===== config.mk =====
export PLATFORM = sky130hd
export DESIGN_NAME = pixel_readout_decoder
export DESIGN_NICKNAME = d
export VERILOG_FILES = /design/src/rtl/pixel_readout_pkg.sv /design/src/rtl/pixel_readout_fifo.sv /design/src/rtl/pixel_readout_decoder.sv
export SDC_FILE = /design/constraint.sdc
export NUM_CORES = 1
export LEC_CHECK = 0
export BUFFER_PORTS_ARGS = -buffer_cell sky130_fd_sc_hd__clkbuf_2
export CAP_MARGIN = 20
export CORE_UTILIZATION = 55
export CTS_BUF_LIST = sky130_fd_sc_hd__clkbuf_8
export DETAILED_ROUTE_END_ITERATION = 10
export GPL_ROUTABILITY_DRIVEN = 0
export PLACE_DENSITY = 0.85
export SETUP_SLACK_MARGIN = 0.3
export SKIP_LAST_GASP = 1
export SLEW_MARGIN = 10
export SYNTH_ARGS = -nofsm -noshare
export SYNTH_HDL_FRONTEND = slang
export SYNTH_SLANG_ARGS = --single-unit

===== constraint.sdc =====
create_clock -name readout_clock -period 3 [get_ports readout_clock]
set_clock_uncertainty 0.2 [all_clocks]
set_input_delay 0.15 -clock readout_clock [delete_from_list [all_inputs] [get_ports readout_clock]]
set_output_delay 0.15 -clock readout_clock [all_outputs]
set_load 0.005 [all_outputs]

===== src/rtl/pixel_readout_pkg.sv =====
// Shared definitions for the pixel readout decoder.
//   DEFAULT_BIT_DEPTH : pixel word width, shared with the array counter
//   MAX_BIT_DEPTH     : widest word the decode helper handles
//   frame_state_t     : frame FSM states
//   gray_to_bin()     : gray-to-binary decode helper
package pixel_readout_pkg;

    localparam int DEFAULT_BIT_DEPTH = 10;
    localparam int MAX_BIT_DEPTH     = 32;

    typedef enum logic [1:0] {
        FRAME_IDLE   = 2'd0,
        FRAME_ACTIVE = 2'd1,
        FRAME_DRAIN  = 2'd2
    } frame_state_t;

    // Narrower words are decoded by zero-extending them: leading zero gray
    // bits decode to leading zero binary bits, so truncating the result
    // back to the original width gives the exact decode.
    function automatic logic [MAX_BIT_DEPTH-1:0] gray_to_bin(
        input logic [MAX_BIT_DEPTH-1:0] gray
    );
        logic [MAX_BIT_DEPTH-1:0] bin;
        bin[MAX_BIT_DEPTH-1] = gray[MAX_BIT_DEPTH-1];
        for (int i = MAX_BIT_DEPTH - 2; i >= 0; i--) begin
            bin[i] = bin[i+1] ^ gray[i];
        end
        return bin;
    endfunction

endpackage


===== src/rtl/pixel_readout_fifo.sv =====
// Synchronous FIFO holding decoded pixel entries.
//   clk, rst          : clock and synchronous active-high reset
//   push, push_data   : write strobe and entry
//   pop, pop_data     : read strobe and head entry (head is always visible)
//   full, empty       : occupancy flags
// DEPTH must be a power of two so the pointers wrap naturally.
module pixel_readout_fifo #(
    parameter int WIDTH = 8,
    parameter int DEPTH = 4
) (
    input  logic             clk,
    input  logic             rst,
    input  logic             push,
    input  logic [WIDTH-1:0] push_data,
    input  logic             pop,
    output logic [WIDTH-1:0] pop_data,
    output logic             full,
    output logic             empty
);

    localparam int PTR_W = $clog2(DEPTH);
    localparam int CNT_W = PTR_W + 1;

    logic [WIDTH-1:0] mem_r [DEPTH];
    logic [PTR_W-1:0] wr_ptr_r;
    logic [PTR_W-1:0] rd_ptr_r;
    logic [CNT_W-1:0] count_r;
    logic             do_push_s;
    logic             do_pop_s;

    assign full      = (count_r == CNT_W'(DEPTH));
    assign empty     = (count_r == {CNT_W{1'b0}});
    assign do_push_s = push && !full;
    assign do_pop_s  = pop && !empty;
    assign pop_data  = mem_r[rd_ptr_r];

    // Storage; cleared on reset so the head reads zero when empty after reset.
    always_ff @(posedge clk) begin
        if (rst) begin
            for (int i = 0; i < DEPTH; i++) begin
                mem_r[i] <= {WIDTH{1'b0}};
            end
        end else if (do_push_s) begin
            mem_r[wr_ptr_r] <= push_data;
        end
    end

    // Pointers and occupancy count.
    always_ff @(posedge clk) begin
        if (rst) begin
            wr_ptr_r <= {PTR_W{1'b0}};
            rd_ptr_r <= {PTR_W{1'b0}};
            count_r  <= {CNT_W{1'b0}};
        end else begin
            if (do_push_s) begin
                wr_ptr_r <= wr_ptr_r + PTR_W'(1);
            end
            if (do_pop_s) begin
                rd_ptr_r <= rd_ptr_r + PTR_W'(1);
            end
            case ({do_push_s, do_pop_s})
                2'b10:   count_r <= count_r + CNT_W'(1);
                2'b01:   count_r <= count_r - CNT_W'(1);
                default: count_r <= count_r;
            endcase
        end
    end

endmodule


===== src/rtl/pixel_readout_decoder.sv =====
// Gray-to-binary pixel readout decoder with frame tracking.
//   readout_clock, readout_reset : clock, synchronous active-high reset
//   gray_data/valid/ready        : gray-coded input handshake
//   pixel_data/index/last/valid  : decoded output (FIFO head)
//   pixel_ready                  : consumer accept
//   frame_done                   : pulses when a frame's last word is popped
// Only one frame is ever buffered: input stalls once the last word of a
// frame is accepted until that word leaves.
module pixel_readout_decoder
    import pixel_readout_pkg::*;
#(
    parameter int BIT_DEPTH        = DEFAULT_BIT_DEPTH,
    parameter int PIXELS_PER_FRAME = 4,
    parameter int FIFO_DEPTH       = 4
) (
    input  logic                                readout_clock,
    input  logic                                readout_reset,
    input  logic [BIT_DEPTH-1:0]                gray_data,
    input  logic                                gray_valid,
    output logic                                gray_ready,
    output logic [BIT_DEPTH-1:0]                pixel_data,
    output logic [$clog2(PIXELS_PER_FRAME)-1:0] pixel_index,
    output logic                                pixel_last,
    output logic                                pixel_valid,
    input  logic                                pixel_ready,
    output logic                                frame_done
);

    localparam int INDEX_W = $clog2(PIXELS_PER_FRAME);
    localparam int ENTRY_W = INDEX_W + BIT_DEPTH;
    localparam logic [INDEX_W-1:0] LAST_INDEX = INDEX_W'(PIXELS_PER_FRAME - 1);

    frame_state_t        state_r;
    frame_state_t        state_next_s;
    logic [INDEX_W-1:0]  in_index_r;
    logic [BIT_DEPTH-1:0] decoded_s;
    logic [ENTRY_W-1:0]  head_s;
    logic                push_s;
    logic                pop_s;
    logic                full_s;
    logic                empty_s;
    logic                head_last_s;

    assign decoded_s   = BIT_DEPTH'(gray_to_bin(MAX_BIT_DEPTH'(gray_data)));
    assign gray_ready  = (state_r != FRAME_DRAIN) && !full_s;
    assign push_s      = gray_valid && gray_ready;
    assign pixel_valid = !empty_s;
    assign pop_s       = pixel_valid && pixel_ready;

    assign {pixel_index, pixel_data} = head_s;
    assign head_last_s = (pixel_index == LAST_INDEX);
    assign pixel_last  = pixel_valid && head_last_s;
    // Reset wins over a simultaneous pop, so no completion is reported then.
    assign frame_done  = (state_r == FRAME_DRAIN) && pop_s && head_last_s && !readout_reset;

    pixel_readout_fifo #(
        .WIDTH (ENTRY_W),
        .DEPTH (FIFO_DEPTH)
    ) u_fifo (
        .clk       (readout_clock),
        .rst       (readout_reset),
        .push      (push_s),
        .push_data ({in_index_r, decoded_s}),
        .pop       (pop_s),
        .pop_data  (head_s),
        .full      (full_s),
        .empty     (empty_s)
    );

    // Input pixel index: counts accepted words, wrapping at frame end.
    always_ff @(posedge readout_clock) begin
        if (readout_reset) begin
            in_index_r <= {INDEX_W{1'b0}};
        end else if (push_s) begin
            in_index_r <= (in_index_r == LAST_INDEX) ? {INDEX_W{1'b0}}
                                                     : in_index_r + INDEX_W'(1);
        end
    end

    // Frame FSM state register.
    always_ff @(posedge readout_clock) begin
        if (readout_reset) begin
            state_r <= FRAME_IDLE;
        end else begin
            state_r <= state_next_s;
        end
    end

    // Frame FSM next-state logic.
    always_comb begin
        state_next_s = state_r;
        case (state_r)
            FRAME_IDLE: begin
                if (push_s) begin
                    state_next_s = (in_index_r == LAST_INDEX) ? FRAME_DRAIN : FRAME_ACTIVE;
                end else begin
                    state_next_s = FRAME_IDLE;
                end
            end
            FRAME_ACTIVE: begin
                if (push_s && (in_index_r == LAST_INDEX)) begin
                    state_next_s = FRAME_DRAIN;
                end else begin
                    state_next_s = FRAME_ACTIVE;
                end
            end
            FRAME_DRAIN: begin
                if (pop_s && head_last_s) begin
                    state_next_s = FRAME_IDLE;
                end else begin
                    state_next_s = FRAME_DRAIN;
                end
            end
            default: state_next_s = FRAME_IDLE;
        endcase
    end

endmodule


==> results of run 1 <==
-- routing by layer --
metal,global-route usage,wire [µm]
met2,0.379,2910
met1,0.290,2400
met3,0.0696,203
met5,0,0
met4,0.132,203
-- worst min-delay path, stage by stage --
cell and delay [ns]:
clkbuf_2 0.10, buf_4 0.21, a21oi_1 0.06
-- path summary, 6_finish.rpt --
check | startpoint | end | slack [ns]
worst max-delay path | u_fifo.count_r[2] | u_fifo.count_r[2] | 0.41
worst min-delay path | readout_reset | u_fifo.count_r[2] | 0.03
worst max register to register | u_fifo.count_r[2] | u_fifo.count_r[2] | 0.41
worst min register to register | state_r[1] | state_r[0] | 0.24
-- final cells by class --
type | instances | area (µm²) | area share
inverter | 4 | 15.0 | 0.00449
clock inverter | 7 | 81.3 | 0.0243
clock buffer | 9 | 124 | 0.0370
multi-input combinational | 140 | 1160 | 0.348
timing repair buffer | 32 | 170 | 0.0509
tap | 70 | 87.6 | 0.0262
sequential | 61 | 1700 | 0.509
-- synth_stat cells (2+ instances only) --
cell type   n  share of area
clkbuf_1    7         0.0090
nand3_1     7          0.012
or2_2       2         0.0043
xor2_1     10          0.030
nor3_1      3         0.0051
mux2i_1     5          0.017
edfxtp_1   48           0.49
nand2_1     8          0.010
and3_2      3         0.0077
inv_1       4         0.0051
xor3_2      2          0.017
and2_1      3         0.0064
xnor2_2     2          0.011
dfxtp_1    13          0.089
mux4_2     12          0.093
nand2b_1    7          0.015
nor2b_1     2         0.0043
or3_1       3         0.0064
nor2_1     39          0.050
and3_1      7          0.015
ha_1        2         0.0086
xnor2_1     4          0.012
xnor2_4     2          0.019
a21oi_1     4         0.0069
buf_2       3         0.0051
-- sequential cells by signal, indices dropped and copies added, names as in the netlist, named ones only --
name,count
u_fifo.wr_ptr_r,2
u_fifo.count_r,3
u_fifo.rd_ptr_r,2
in_index_r,2
u_fifo.mem_r,48
state_r,2
-- timing repair --
action                                 in CTS  in global routing
hold buffers                                1                  0
endpoints found under the hold margin       1                  0
setup endpoints to repair                  36                  0
resized for setup                           3                  0
-- per-stage QoR --
step	utilization	cells	total power, mW	hold slack (ns)
2_1_floorplan	-	215	1.64	0.128
3_3_place_gp	0.611	306	1.84	0.226
3_5_place_dp	0.611	306	1.87	0.236
4_1_cts	0.655	323	2.64	0.0177
5_1_grt	0.655	323	2.76	0.0519
6_report	0.655	323	2.62	0.0326
-- power by group --
group	switching (mW)	internal (mW)
Clock	0.312	0.456
Combinational	0.370	0.347
Sequential	0.0956	1.04
Total	0.778	1.85
-- cells by family after synthesis --
family,Yosys count,share of synthesized area
compound gates,8,0.0176
xor+xnor,21,0.0948
fa+ha+maj,3,0.0154
buf+inv,14,0.0193
flops,61,0.583
mux,17,0.110
simple gates,91,0.160
==> results.sh, run 1 <==
export IMPL_crit_cells=8
export IMPL_root_buffer="clkbuf_8"
export IMPL_crit_buf_inv=1
export IMPL_htree_num_levels=3
export IMPL_leakage_nw=1.34
export IMPL_status="finished clean"
export IMPL_path_clk_slew_ns=0.06
export IMPL_ys_seq_area_frac=0.583
export IMPL_netlist_instances=215
export IMPL_final_area_um2=3340
export IMPL_async_reset_ff_frac=0
export IMPL_max_freq_ghz=0.387
export IMPL_slowest_delay_ns=0.48
export IMPL_maxCapViolations=0
export IMPL_cts_setup_buffers=0
export IMPL_slew_headroom=0.600
export IMPL_period_share=0.862
export IMPL_antenna_found_initial=0
export IMPL_max_vdd_ir_drop_uv=400
export IMPL_crit_family="simple AND/OR/NAND/NOR gates"
export IMPL_syn_area_um2=2920
export IMPL_place_area_um2=3120
export IMPL_syn_area_per_cell_um2=13.6
export IMPL_overflow=0
export IMPL_synth_warnings=0
export IMPL_worst_endpoint_arrival_ns=2.66
export IMPL_cts_sinks=61
export IMPL_synth_edff_count=48
export IMPL_drc=0
export IMPL_finalCriticalPeriod_ns=2.59
export IMPL_ant_nets=0
export IMPL_startpoint_type="flop"
export IMPL_yosys_most_used_dff="edfxtp_1"
export IMPL_crit_slowest_cell="or3b_1"
export IMPL_grt_max_degree=24
export IMPL_syn_to_final_growth_pct=14.7
export IMPL_cp_end_kind="flop"
export IMPL_place_hpwl_mm=4.06
export IMPL_tns_ns=0
export IMPL_coreArea_um2=5110
export IMPL_vias=1770
export IMPL_nNetsFinal=265
export IMPL_port_buffers=29
export IMPL_min_path_type="input pin to flop"
export IMPL_rsz0062_at_grt="false"
export IMPL_core_rowCount=26
export IMPL_wl_mm=5.72
export IMPL_dp_slack_ns=0.165
export IMPL_cts_path_max_buffers=2
export IMPL_yosys_register_bits=61
export IMPL_dr_pass1_iters=4
export IMPL_drive_gt1_frac=0.292
export IMPL_grt_pass1_wl_mm=9.05
export IMPL_cts_buffers_inserted=9
export IMPL_hold_depth=3
export IMPL_slew_violations=0
export IMPL_power_density_nw_per_um2=784
export IMPL_num_io_pins=30
export IMPL_insertion_delay_ns=0.34
export IMPL_n_fill_cell=375
export IMPL_r2r_cells=8
export IMPL_post_drt_wl_per_cell_um=17.7
export IMPL_finalHoldViolations=0
export IMPL_grt_pass1_vias=1780
export IMPL_worstPathRequired_ns=3.07
export IMPL_worst_pin_slew_ns=0.600
export IMPL_antenna_diode_count=0
export IMPL_grt_usage=0.237
export IMPL_dieArea_um2=5600
export IMPL_crit_fanout=7
export IMPL_post_drt_via_cell_ratio=5.48
export IMPL_tritoncts="built"
export IMPL_ys_types=38
export IMPL_die_x_um=74.8
export IMPL_drt_initial_drc_count=176
export IMPL_final_cell_mix="edfxtp_1, nor2_1, clkbuf_2"
export IMPL_critPathKind="flop to flop"
export IMPL_start_util=0.571
export IMPL_fin_ws_ns=0.414
export IMPL_die_h_um=74.8
export IMPL_path_cells="or3b_1 > nand3_2 > ha_1 > inv_1 > fa_1 > xor2_1 > or3_1 > a21oi_1"
export IMPL_syn_nets=232
export IMPL_setup_viol=0
export IMPL_final_common_cell="edfxtp_1"
Note: power is estimated with default switching activity, not from simulation.
==> run 2, diff against run 1 <==
- REMOVE_ABC_BUFFERS: default -> 1
==> run 2 against run 1 <==
Net effect: critical path depth did not move; flip-flop and latch count did not move; first-iteration DRC count fell by 33%; largest cell class unchanged; power rose by 1.1%.
==> results.sh, run 2 (synthesis gave the netlist of run 1 again) <==
export IMPL_crit_buf_inv=1
export IMPL_top_register="u_fifo.mem_r"
export IMPL_max_freq_ghz=0.402
export IMPL_hold_ws_ns=0.0284
export IMPL_cts_buffers_inserted=9
export IMPL_fin_ws_ns=0.514
export IMPL_antenna_diode_count=0
export IMPL_largestRegisters="u_fifo.mem_r: 48 flops, u_fifo.count_r: 3 flops"
export IMPL_dr_pass1_iters=4
export IMPL_worst_endpoint_arrival_ns=2.56
export IMPL_max_vdd_ir_drop_uv=305
export IMPL_min_path_type="input pin to flop"
export IMPL_htree_num_levels=3
export IMPL_period_share=0.829
export IMPL_tritoncts="built"
export IMPL_maxCapViolations=0
export IMPL_drt_initial_drc_count=118
export IMPL_core_rowCount=26
export IMPL_pwr_share_seq=0.429
export IMPL_finalCriticalPeriod_ns=2.49
export IMPL_startpoint_type="flop"
export IMPL_ant_nets=0
export IMPL_antenna_found_initial=0
export IMPL_num_io_pins=30
export IMPL_tns_ns=0
export IMPL_total_power_mw=2.65
export IMPL_wl_mm=5.56
export IMPL_nNetsFinal=266
export IMPL_finalHoldViolations=0
export IMPL_post_drt_wl_per_cell_um=17.2
export IMPL_slowest_delay_ns=0.45
export IMPL_grt_usage=0.222
export IMPL_grt_pass1_vias=1788
export IMPL_dieArea_um2=5600
export IMPL_crit_fanout=7
export IMPL_drive_gt1_frac=0.303
export IMPL_cp_end_kind="flop"
export IMPL_internal_power_mw=1.88
export IMPL_dp_slack_ns=0.269
export IMPL_port_buffers=29
export IMPL_path_cells="or3b_4 > nand3_2 > ha_1 > inv_1 > fa_1 > xor2_1 > or3_1 > a21oi_1"
export IMPL_power_density_nw_per_um2=789
export IMPL_vias=1829
export IMPL_worstPathRequired_ns=3.07
export IMPL_p_comb_frac=0.271
export IMPL_die_h_um=74.8
export IMPL_start_util=0.571
export IMPL_path_clk_slew_ns=0.06
export IMPL_final_cell_mix="edfxtp_1, nor2_1, clkbuf_2"
export IMPL_cts_setup_buffers=0
export IMPL_root_buffer="clkbuf_8"
export IMPL_p_clk_frac=0.300
export IMPL_grt_pass1_wl_mm=8.68
export IMPL_drc=0
export IMPL_sw_frac_of_total=0.292
export IMPL_overflow=0
export IMPL_slew_violations=0
export IMPL_cts_path_max_buffers=2
export IMPL_p_sw_mw=0.773
export IMPL_largest_reg_flops=48
export IMPL_slew_headroom=0.543
export IMPL_coreArea_um2=5110
export IMPL_grt_max_degree=24
export IMPL_syn_to_final_growth_pct=15.3
export IMPL_worst_pin_slew_ns=0.685
export IMPL_insertion_delay_ns=0.34
export IMPL_utilization=0.659
export IMPL_setup_viol=0
export IMPL_crit_family="simple AND/OR/NAND/NOR gates"
export IMPL_crit_slowest_cell="or3b_4"
export IMPL_die_x_um=74.8
export IMPL_critPathKind="flop to flop"
export IMPL_cts_sinks=61
export IMPL_leakage_nw=1.35
export IMPL_post_drt_via_cell_ratio=5.65
export IMPL_place_hpwl_mm=3.62
export IMPL_status="finished clean"
export IMPL_rsz0062_at_grt="false"
export IMPL_final_common_cell="edfxtp_1"
## run 2: cell count changes in the layout (fill, tap and decap cells not counted), sizes merged
cell / change
clkinv: -1
buf: +1
clkbuf: +1
## run 2: per-layer routing
metal,part of all wire,vias to the layer above,global-route usage
li1,-,845,-
met1,0.42,906,0.278
met2,0.50,64,0.355
met3,0.059,14,0.0696
met4,0.024,0,0.105
met5,0,-,0
## run 2: final cells by class
type	count	area, µm²
Fill cell	364	1740
Sequential cell	61	1700
Multi-Input combinational cell	140	1160
Timing Repair Buffer	33	178
Clock buffer	10	138
Tap cell	70	87.6
Clock inverter	6	78.8
Inverter	4	15.0
## run 2: through the flow
| step | std cells | area (µm²) |
|---|---|---|
| after floorplan | 205 | 2880 |
| after global placement | 307 | 3130 |
| after detailed placement | 307 | 3130 |
| after CTS | 324 | 3360 |
| after global routing | 324 | 3360 |
| final | 324 | 3360 |
## run 2: tightest hold or removal path, cell delays in order
cell,delay (ns)
clkbuf_2,0.09
buf_4,0.22
a21oi_1,0.05
## run 2: path summary, 6_finish.rpt
| check | slack [ns] | end | depth (start not counted) | start |
|---|---|---|---|---|
| worst max-delay path | 0.51 | u_fifo.count_r[2] | 8 | u_fifo.count_r[0] |
| worst min-delay path | 0.03 | u_fifo.count_r[2] | 3 | readout_reset |
| worst max register to register | 0.51 | u_fifo.count_r[2] | 8 | u_fifo.count_r[0] |
| worst min register to register | 0.27 | state_r[0] | 2 | state_r[0] |
## run 2: power by group through the flow
stage | Combinational, mW | Clock, mW | Sequential, mW
3_3_place_gp | 0.690 | 0 | 1.15
3_5_place_dp | 0.710 | 0 | 1.16
4_1_cts | 0.718 | 0.799 | 1.14
2_1_floorplan | 0.482 | 0 | 1.14
6_report | 0.718 | 0.796 | 1.14
5_1_grt | 0.793 | 0.831 | 1.16
## run 2: what timing repair did
| item | 4_1_cts | 5_1_grt |
|---|---|---|
| resized for setup | 2 | 1 |
| hold endpoints to repair | 1 | 0 |
| hold buffers | 1 | 0 |
| cloned | 0 | 0 |
| setup endpoints to repair | 24 | 1 |
